===== config.mk =====
export PLATFORM = sky130hd
export DESIGN_NAME = alarm_ringer
export DESIGN_NICKNAME = d
export VERILOG_FILES = /design/src/rtl/alarm_ringer.sv
export SDC_FILE = /design/constraint.sdc
export NUM_CORES = 1
export LEC_CHECK = 0
export ABC_AREA = 0
export BUFFER_PORTS_ARGS = -buffer_cell sky130_fd_sc_hd__buf_2
export CAP_MARGIN = 20
export CORE_MARGIN = 4
export CORE_UTILIZATION = 45
export DETAILED_ROUTE_END_ITERATION = 6
export SYNTH_ARGS = -nofsm -noshare
export SYNTH_HDL_FRONTEND = slang
export SYNTH_SLANG_ARGS = --single-unit

===== constraint.sdc =====
create_clock -name clk -period 6 [get_ports clk]
set_clock_uncertainty 0.2 [all_clocks]
set_input_delay 1.2 -clock clk [delete_from_list [all_inputs] [get_ports clk]]
set_output_delay 1.2 -clock clk [all_outputs]
set_load 0.03 [all_outputs]

===== src/rtl/alarm_ringer.sv =====
`default_nettype none
// ============================================================================
//  Module   : alarm_ringer
//  Purpose  : Runs the ring / snooze / stop sequence behind the alarm compare
//             stage. It drives a 1 s on/off beep, stops ringing after a
//             timeout, and rings again after a snooze interval.
//  Options  : ALARM_SNOOZE_LIMIT_EN - when defined, at most MAX_SNOOZE
//             snoozes are allowed per alarm event.
//  Revision : 1.0 - initial release
// ============================================================================
module alarm_ringer #(
  parameter int RING_SECS   = 60,
  parameter int SNOOZE_SECS = 300,
  parameter int MAX_SNOOZE  = 3
) (
  input  logic       clk,
  input  logic       reset,
  input  logic       tick_1hz,
  input  logic       trigger,
  input  logic       alarm_en,
  input  logic       snooze_btn,
  input  logic       stop_btn,
  output logic       buzzer,
  output logic       ringing,
  output logic       snoozing,
  output logic [3:0] snooze_count
);

  localparam int C_MAX_SECS = (RING_SECS > SNOOZE_SECS) ? RING_SECS : SNOOZE_SECS;
  localparam int C_CW       = $clog2(C_MAX_SECS);
  localparam logic [C_CW-1:0] C_RING_LAST   = C_CW'(RING_SECS - 1);
  localparam logic [C_CW-1:0] C_SNOOZE_LAST = C_CW'(SNOOZE_SECS - 1);

  typedef enum logic [1:0] {
    S_IDLE    = 2'd0,
    S_RINGING = 2'd1,
    S_SNOOZE  = 2'd2
  } state_t;

  state_t          state_q;
  logic [C_CW-1:0] sec_cnt_q;
  logic            beep_q;
  logic            buzzer_q;
  logic            ringing_q;
  logic            snoozing_q;
  logic [3:0]      snooze_count_q;
  logic [3:0]      snooze_count_d;

  logic            trig_q;
  logic            snooze_btn_q;
  logic            stop_btn_q;
  logic            trig_rise;
  logic            snooze_rise;
  logic            stop_rise;
  logic            snooze_ok;

  // Previous-cycle copies of the level inputs for rising-edge detection.
  // The trigger copy resets high so a trigger already asserted at reset
  // release does not start a ring.
  always_ff @(posedge clk or posedge reset) begin
    if (reset) begin
      trig_q       <= 1'b1;
      snooze_btn_q <= 1'b0;
      stop_btn_q   <= 1'b0;
    end else begin
      trig_q       <= trigger;
      snooze_btn_q <= snooze_btn;
      stop_btn_q   <= stop_btn;
    end
  end

  assign trig_rise   = trigger    & ~trig_q;
  assign snooze_rise = snooze_btn & ~snooze_btn_q;
  assign stop_rise   = stop_btn   & ~stop_btn_q;

  // Saturating increment of the snooze counter.
  assign snooze_count_d = (snooze_count_q == 4'hF) ? 4'hF : snooze_count_q + 4'd1;

`ifdef ALARM_SNOOZE_LIMIT_EN
  assign snooze_ok = (snooze_count_q < 4'(MAX_SNOOZE));
`else
  // Snooze is always allowed; MAX_SNOOZE only matters in the limited build.
  logic unused_max_snooze;
  assign unused_max_snooze = (MAX_SNOOZE > 0);
  assign snooze_ok         = 1'b1;
`endif

  // Ring/snooze state machine with registered outputs that change on the
  // same edge as the state.
  always_ff @(posedge clk or posedge reset) begin
    if (reset) begin
      state_q        <= S_IDLE;
      sec_cnt_q      <= '0;
      beep_q         <= 1'b0;
      buzzer_q       <= 1'b0;
      ringing_q      <= 1'b0;
      snoozing_q     <= 1'b0;
      snooze_count_q <= 4'd0;
    end else begin
      case (state_q)
        S_IDLE: begin
          if (trig_rise && alarm_en) begin
            state_q        <= S_RINGING;
            sec_cnt_q      <= '0;
            beep_q         <= 1'b1;
            buzzer_q       <= 1'b1;
            ringing_q      <= 1'b1;
            snoozing_q     <= 1'b0;
            snooze_count_q <= 4'd0;
          end
        end

        S_RINGING: begin
          if (!alarm_en || stop_rise) begin
            state_q    <= S_IDLE;
            sec_cnt_q  <= '0;
            buzzer_q   <= 1'b0;
            ringing_q  <= 1'b0;
            snoozing_q <= 1'b0;
          end else if (snooze_rise && snooze_ok) begin
            state_q        <= S_SNOOZE;
            sec_cnt_q      <= '0;
            buzzer_q       <= 1'b0;
            ringing_q      <= 1'b0;
            snoozing_q     <= 1'b1;
            snooze_count_q <= snooze_count_d;
          end else if (tick_1hz) begin
            if (sec_cnt_q == C_RING_LAST) begin
              // Nobody answered: go quiet.
              state_q    <= S_IDLE;
              sec_cnt_q  <= '0;
              buzzer_q   <= 1'b0;
              ringing_q  <= 1'b0;
              snoozing_q <= 1'b0;
            end else begin
              sec_cnt_q <= sec_cnt_q + 1'b1;
              beep_q    <= ~beep_q;
              buzzer_q  <= ~beep_q;
            end
          end
        end

        S_SNOOZE: begin
          if (!alarm_en || stop_rise) begin
            state_q    <= S_IDLE;
            sec_cnt_q  <= '0;
            buzzer_q   <= 1'b0;
            ringing_q  <= 1'b0;
            snoozing_q <= 1'b0;
          end else if (tick_1hz) begin
            if (sec_cnt_q == C_SNOOZE_LAST) begin
              // Snooze over: ring again, keeping the snooze tally.
              state_q    <= S_RINGING;
              sec_cnt_q  <= '0;
              beep_q     <= 1'b1;
              buzzer_q   <= 1'b1;
              ringing_q  <= 1'b1;
              snoozing_q <= 1'b0;
            end else begin
              sec_cnt_q <= sec_cnt_q + 1'b1;
            end
          end
        end

        default: begin
          state_q    <= S_IDLE;
          sec_cnt_q  <= '0;
          buzzer_q   <= 1'b0;
          ringing_q  <= 1'b0;
          snoozing_q <= 1'b0;
        end
      endcase
    end
  end

  assign buzzer       = buzzer_q;
  assign ringing      = ringing_q;
  assign snoozing     = snoozing_q;
  assign snooze_count = snooze_count_q;

endmodule
`default_nettype wire


After elaboration in Yosys (flattened, before gate mapping) --
Cells that the tools add are included.
Operators by class: add/subtract/negate cells 2, multiply operators 0, divide/modulo/power cells 0, order comparisons 0, eq/ne operators 18, shifts and indexed selects 0, muxes and demuxes 50, bitwise logic cells 7, reductions and logical operators 11
Operator list (count):
- two-way mux 9 bit | 8
- case mux 9 bit (3 select lines) | 1
- two-way mux 1 bit | 23
- != test 2 bit (second input constant) | 9
- two-way mux 2 bit | 8
- two-way mux 4 bit | 4
- case mux 1 bit (3 select lines) | 4
- adder 9 x 1 -> 9 bit (second input constant) | 1
- equality test 9 x 6 -> 1 bit (second input constant) | 1
- equality test 9 bit (second input constant) | 1
- AND reduction 9 bit | 1
- != test 4 bit (second input constant) | 2
- case mux 4 bit (2 select lines) | 1
- AND reduction 4 bit | 2
- != test 3 bit (second input constant) | 2
- case mux 2 bit (3 select lines) | 1
- AND reduction 5 bit | 1
- adder 4 x 1 -> 4 bit (second input constant) | 1
- equality test 4 bit (second input constant) | 1
- inverter 1 bit | 4
- bitwise AND 1 bit | 3
- AND reduction 3 bit | 1
- nonzero test 3 bit | 1
- equality test 2 x 1 -> 1 bit (second input constant) | 1
- other kinds (6) | 6
Storage, ports and cells: register bits 22, latch bits 0, bits in writable memories 0, memory bits (read-only) 0, bits of input ports 7, output and inout port bits 7, logic and storage cells 98, memories 0

Logic depth before layout (Yosys ltp) --
word-level depth 6, gate-level depth with buffers 8, gate-level depth less buffers 7

Worst setup path before layout --
No wires, ideal clock.
path kind input to register, from input port stop_btn, to register state_q[0], arrival time 2.364 ns, data required time 5.675 ns, setup slack 3.311 ns, stages 5, buffers on the path 0, path through nand2b_1 > and3_1 > and2_4 > nor4_4 > mux2_4
On the way: word-level cells in the longest chain between the ends 4
Ends and longest elaborated chain:
- start: declaration | RTL line 22 | input logic stop_btn,
- bitwise AND 1 bit (*) | RTL line 74 | assign stop_rise = stop_btn & ~stop_btn_q;
- logical OR 1 bit (*) | RTL line 114, 144
- != test 4 bit (no source line), or another cell as far along
- AND reduction 5 bit (no source line) or case mux 2 bit (3 select lines) (tied branches)
- end signal: assignment | RTL line 115 | state_q <= S_IDLE;
- end signal: assignment | RTL line 121 | state_q <= S_SNOOZE;
- end signal: assignment | RTL line 145 | state_q <= S_IDLE;
- end: declaration | RTL line 40 | state_t state_q;
Every way passes the cells marked *; elsewhere a longest branch is shown, timed or not. A chain may end at the register's enable or synchronous reset.

Final worst setup path --
from input port stop_btn, to register sec_cnt_q[2]
On the way: word-level cells in the longest chain between the ends 4
Ends and longest elaborated chain:
- bitwise AND 1 bit (*) | RTL line 74
- logical OR 1 bit (*) | RTL line 114, 144
- != test 4 bit (no source line), or another cell as far along
- AND reduction 3 bit (no source line) or case mux 9 bit (3 select lines) (tied branches)
- end signal: assignment | RTL line 136 | sec_cnt_q <= sec_cnt_q + 1'b1;
- end signal: assignment | RTL line 160 | sec_cnt_q <= sec_cnt_q + 1'b1;
- end: declaration | RTL line 41 | logic [C_CW-1:0] sec_cnt_q;
Marks and branches as above.

==> qor.yml <==
power_and_ir_drop:
  irDropWorstVdd_uv: 150
  p_leak_nw: 0.695
  power_density_nw_per_um2: 344
clocking:
  insertion_delay_ns: 0.31
  cts_setup_buffers: 0
  htreeDepth: 1
  postCtsHoldBufs: 0
  clockRootBuffer: "clkbuf_4"
  cts_tree: "yes"
  numCtsBuffers: 3
  post_cts_resized: 0
  cts_buffer_depth: 2
  clock_sinks: 22
  clk_pin_slew_ns: 0.12
synth:
  synth_area_leaders: "dfrtp_1, ha_1, inv_1, o2bb2ai_1, nand2_1"
  synth-seq-cells: 22
  ys_warn_count: 0
  netlist.top_cell.by_area: "dfrtp_1"
  yosys.cell_count.top_type: "dfrtp_1"
  synth_simple_gate_area_share_pct: 25.2
  muxShareOfSynthArea_pct: 6.13
  synth_top_family_by_area: "simple AND/OR/NAND/NOR gates"
  synth_top_area_share_pct: 38.4
  async_reset_ff_share_pct: 100
  synth_fp_nets: 150
  synth_compound_area_share_pct: 19.4
  synth_xor_xnor_area_share_pct: 0
  synth_cell_types: 48
  postSynthCellCount: 137
  synth_ff_type: "dfrtp_1"
  synth_top_cells_by_count: "dfrtp_1, inv_1, nand2_1, nor2_1"
  ys_seq_area_share_pct: 40.3
  avgSynthCellArea_um2: 9.98
  synth_edf_count: 0
  synthAdderAreaFrac_pct: 5.49
  netlist_area_um2: 1370
global_routing:
  grt-ovfl-total: 0
  grt_max_degree: 23
  grt_pass1_vias: 1027
  grt_pass1_wl_um: 4740
  track_usage_pct: 15.0
  antenna_found_initial: 0
worst_setup_path:
  critical_path.startpoint_type: "input port"
  critPathLaunch: "stop_btn"
  r2r_start: "state_q[1]"
  endpoint_kind: "register"
  required_ns: 6.01
  crit_fanout: 15
  cp_data_arrival_time_ns: 2.99
  path_class: "input port to register"
run_status:
  status: "finished clean"
layout:
  layout.nets: 166
  drive_gt1_share_pct: 21.7
  syn_to_final_growth_pct: 8.78
  stdcell_count: 183
  diodes: 0
  fillers: 260
timing:
  rsz0062_at_grt: "false"
  max_slew.worst_pin.slew_ns: 0.981
  slew_headroom_pct: 34.5
  layout_min_cycle_time_ns: 2.98
  timing.fmax_mhz: 336
  finalSetupViolations: 0
  slew_viol_final: 0
  setup_tns_ns: 0
  hold_viol: 0
  fin_crit_sh_pct: 49.6
routing:
  wl_met3_um: 124
  top_layer_used: "met4"
  route.detailed.drc: 0
  antenna_left: 0
  firstDrtPassIters: 4
  wl_um: 2710
  vias: 1086
  drt_iter0_markers: 48
  route.met2.wl_um: 1330
  drt-met1-wl_um: 1200
  viasPerCell: 5.93
  avgRoutedWirePerCell_um: 14.8
hold_path:
  min_from: "buzzer"
  min_path_type: "register to register"
job:
  max_cap_viol_count: 0
die:
  dieArea_um2: 3980
  rows: 19
  fp.dieW_um: 63.1
  start_util_pct: 48.3
  chipHeight_um: 63.1
  io_pins: 14
  core_um2: 2830
placement:
  placed_cells: 179
  routabilityCongestion: 0.881
  port_buffers: 13
  hpwl_um: 2070
==> report_power, final <==
group	internal, mW	total [mW]	switching [mW]
Clock	0.0260	0.0701	0.0441
Combinational	0.0990	0.247	0.148
Sequential	0.174	0.195	0.0214
==> sequential cells by signal, indices dropped and copies added (netlist names) <==
signal        cells
state_q           2
sec_cnt_q         9
trig_q            1
snoozing          1
snooze_count      4
beep_q            1
buzzer            1
snooze_btn_q      1
ringing           1
stop_btn_q        1
==> logic make-up after synthesis <==
kind of cell	after synthesis
buffers and inverters	12
AND/OR/NAND/NOR	56
AO/OA/AOI/OAI	34
multiplexers	7
flip-flops	22
adder cells (fa/ha/maj)	6
==> per-stage QoR <==
stage	utilization [%]	cell area, µm²	hold slack [ns]	power [mW]	worst slack [ns]
after CTS	52.6	1490	0.321	0.518	3.03
final	52.6	1490	0.316	0.512	3.02
after detailed placement	51.7	1460	0.293	0.446	2.69
after floorplan	-	1370	0.267	0.395	3.31
after global routing	52.6	1490	0.359	0.556	2.85
after global placement	51.7	1460	0.292	0.444	2.75
==> layout by cell type (no fill, tap or decap), types with 2 or more instances in the layout <==
master / instances
inv_1: 10
dfrtp_1: 21
nor3_1: 3
mux2i_1: 2
and3_1: 3
nor2b_1: 2
mux2_2: 3
a21oi_1: 5
ha_1: 6
nand2b_1: 5
nand3_1: 6
a21o_1: 2
buf_2: 13
o41ai_1: 2
nand4_1: 5
or2_2: 2
a2bb2oi_1: 2
nand2_1: 9
o21ai_0: 5
a22o_1: 2
clkbuf_4: 3
nor2_1: 9
mux2_4: 2
o2bb2ai_1: 4
==> area by class of cell <==
| cell class | count | area (µm²) | share of cell area (%) |
|---|---|---|---|
| Clock buffer | 4 | 26.3 | 1.77 |
| Sequential cell | 22 | 552 | 37.1 |
| Inverter | 10 | 37.5 | 2.52 |
| Timing Repair Buffer | 13 | 65.1 | 4.37 |
| Tap cell | 31 | 38.8 | 2.61 |
| Multi-Input combinational cell | 103 | 768 | 51.6 |
==> critical path, cell delays in order <==
cell and delay (ns):
buf_2 0.11, nand2b_1 0.15, nand3b_1 0.12, o21bai_1 0.78
nor3_1 0.25, a221o_1 0.38
==> routing by layer <==
metal	GRT usage, %	vias up
li1	-	538
met4	6.89	0
met1	18.0	516
met2	26.0	25
met3	2.66	7
met5	0	-
==> final timing paths <==
path	slack, ns	depth (start not counted)	end
setup / recovery	3.02	6	sec_cnt_q[2]
setup reg to reg	3.28	6	sec_cnt_q[2]
hold reg to reg	0.32	1	buzzer
max in group asynchronous	4.22	2	sec_cnt_q[8]
hold / removal	0.32	1	buzzer
min in group asynchronous	0.84	2	sec_cnt_q[5]
No activity file was read; power rests on OpenSTA's default activity.
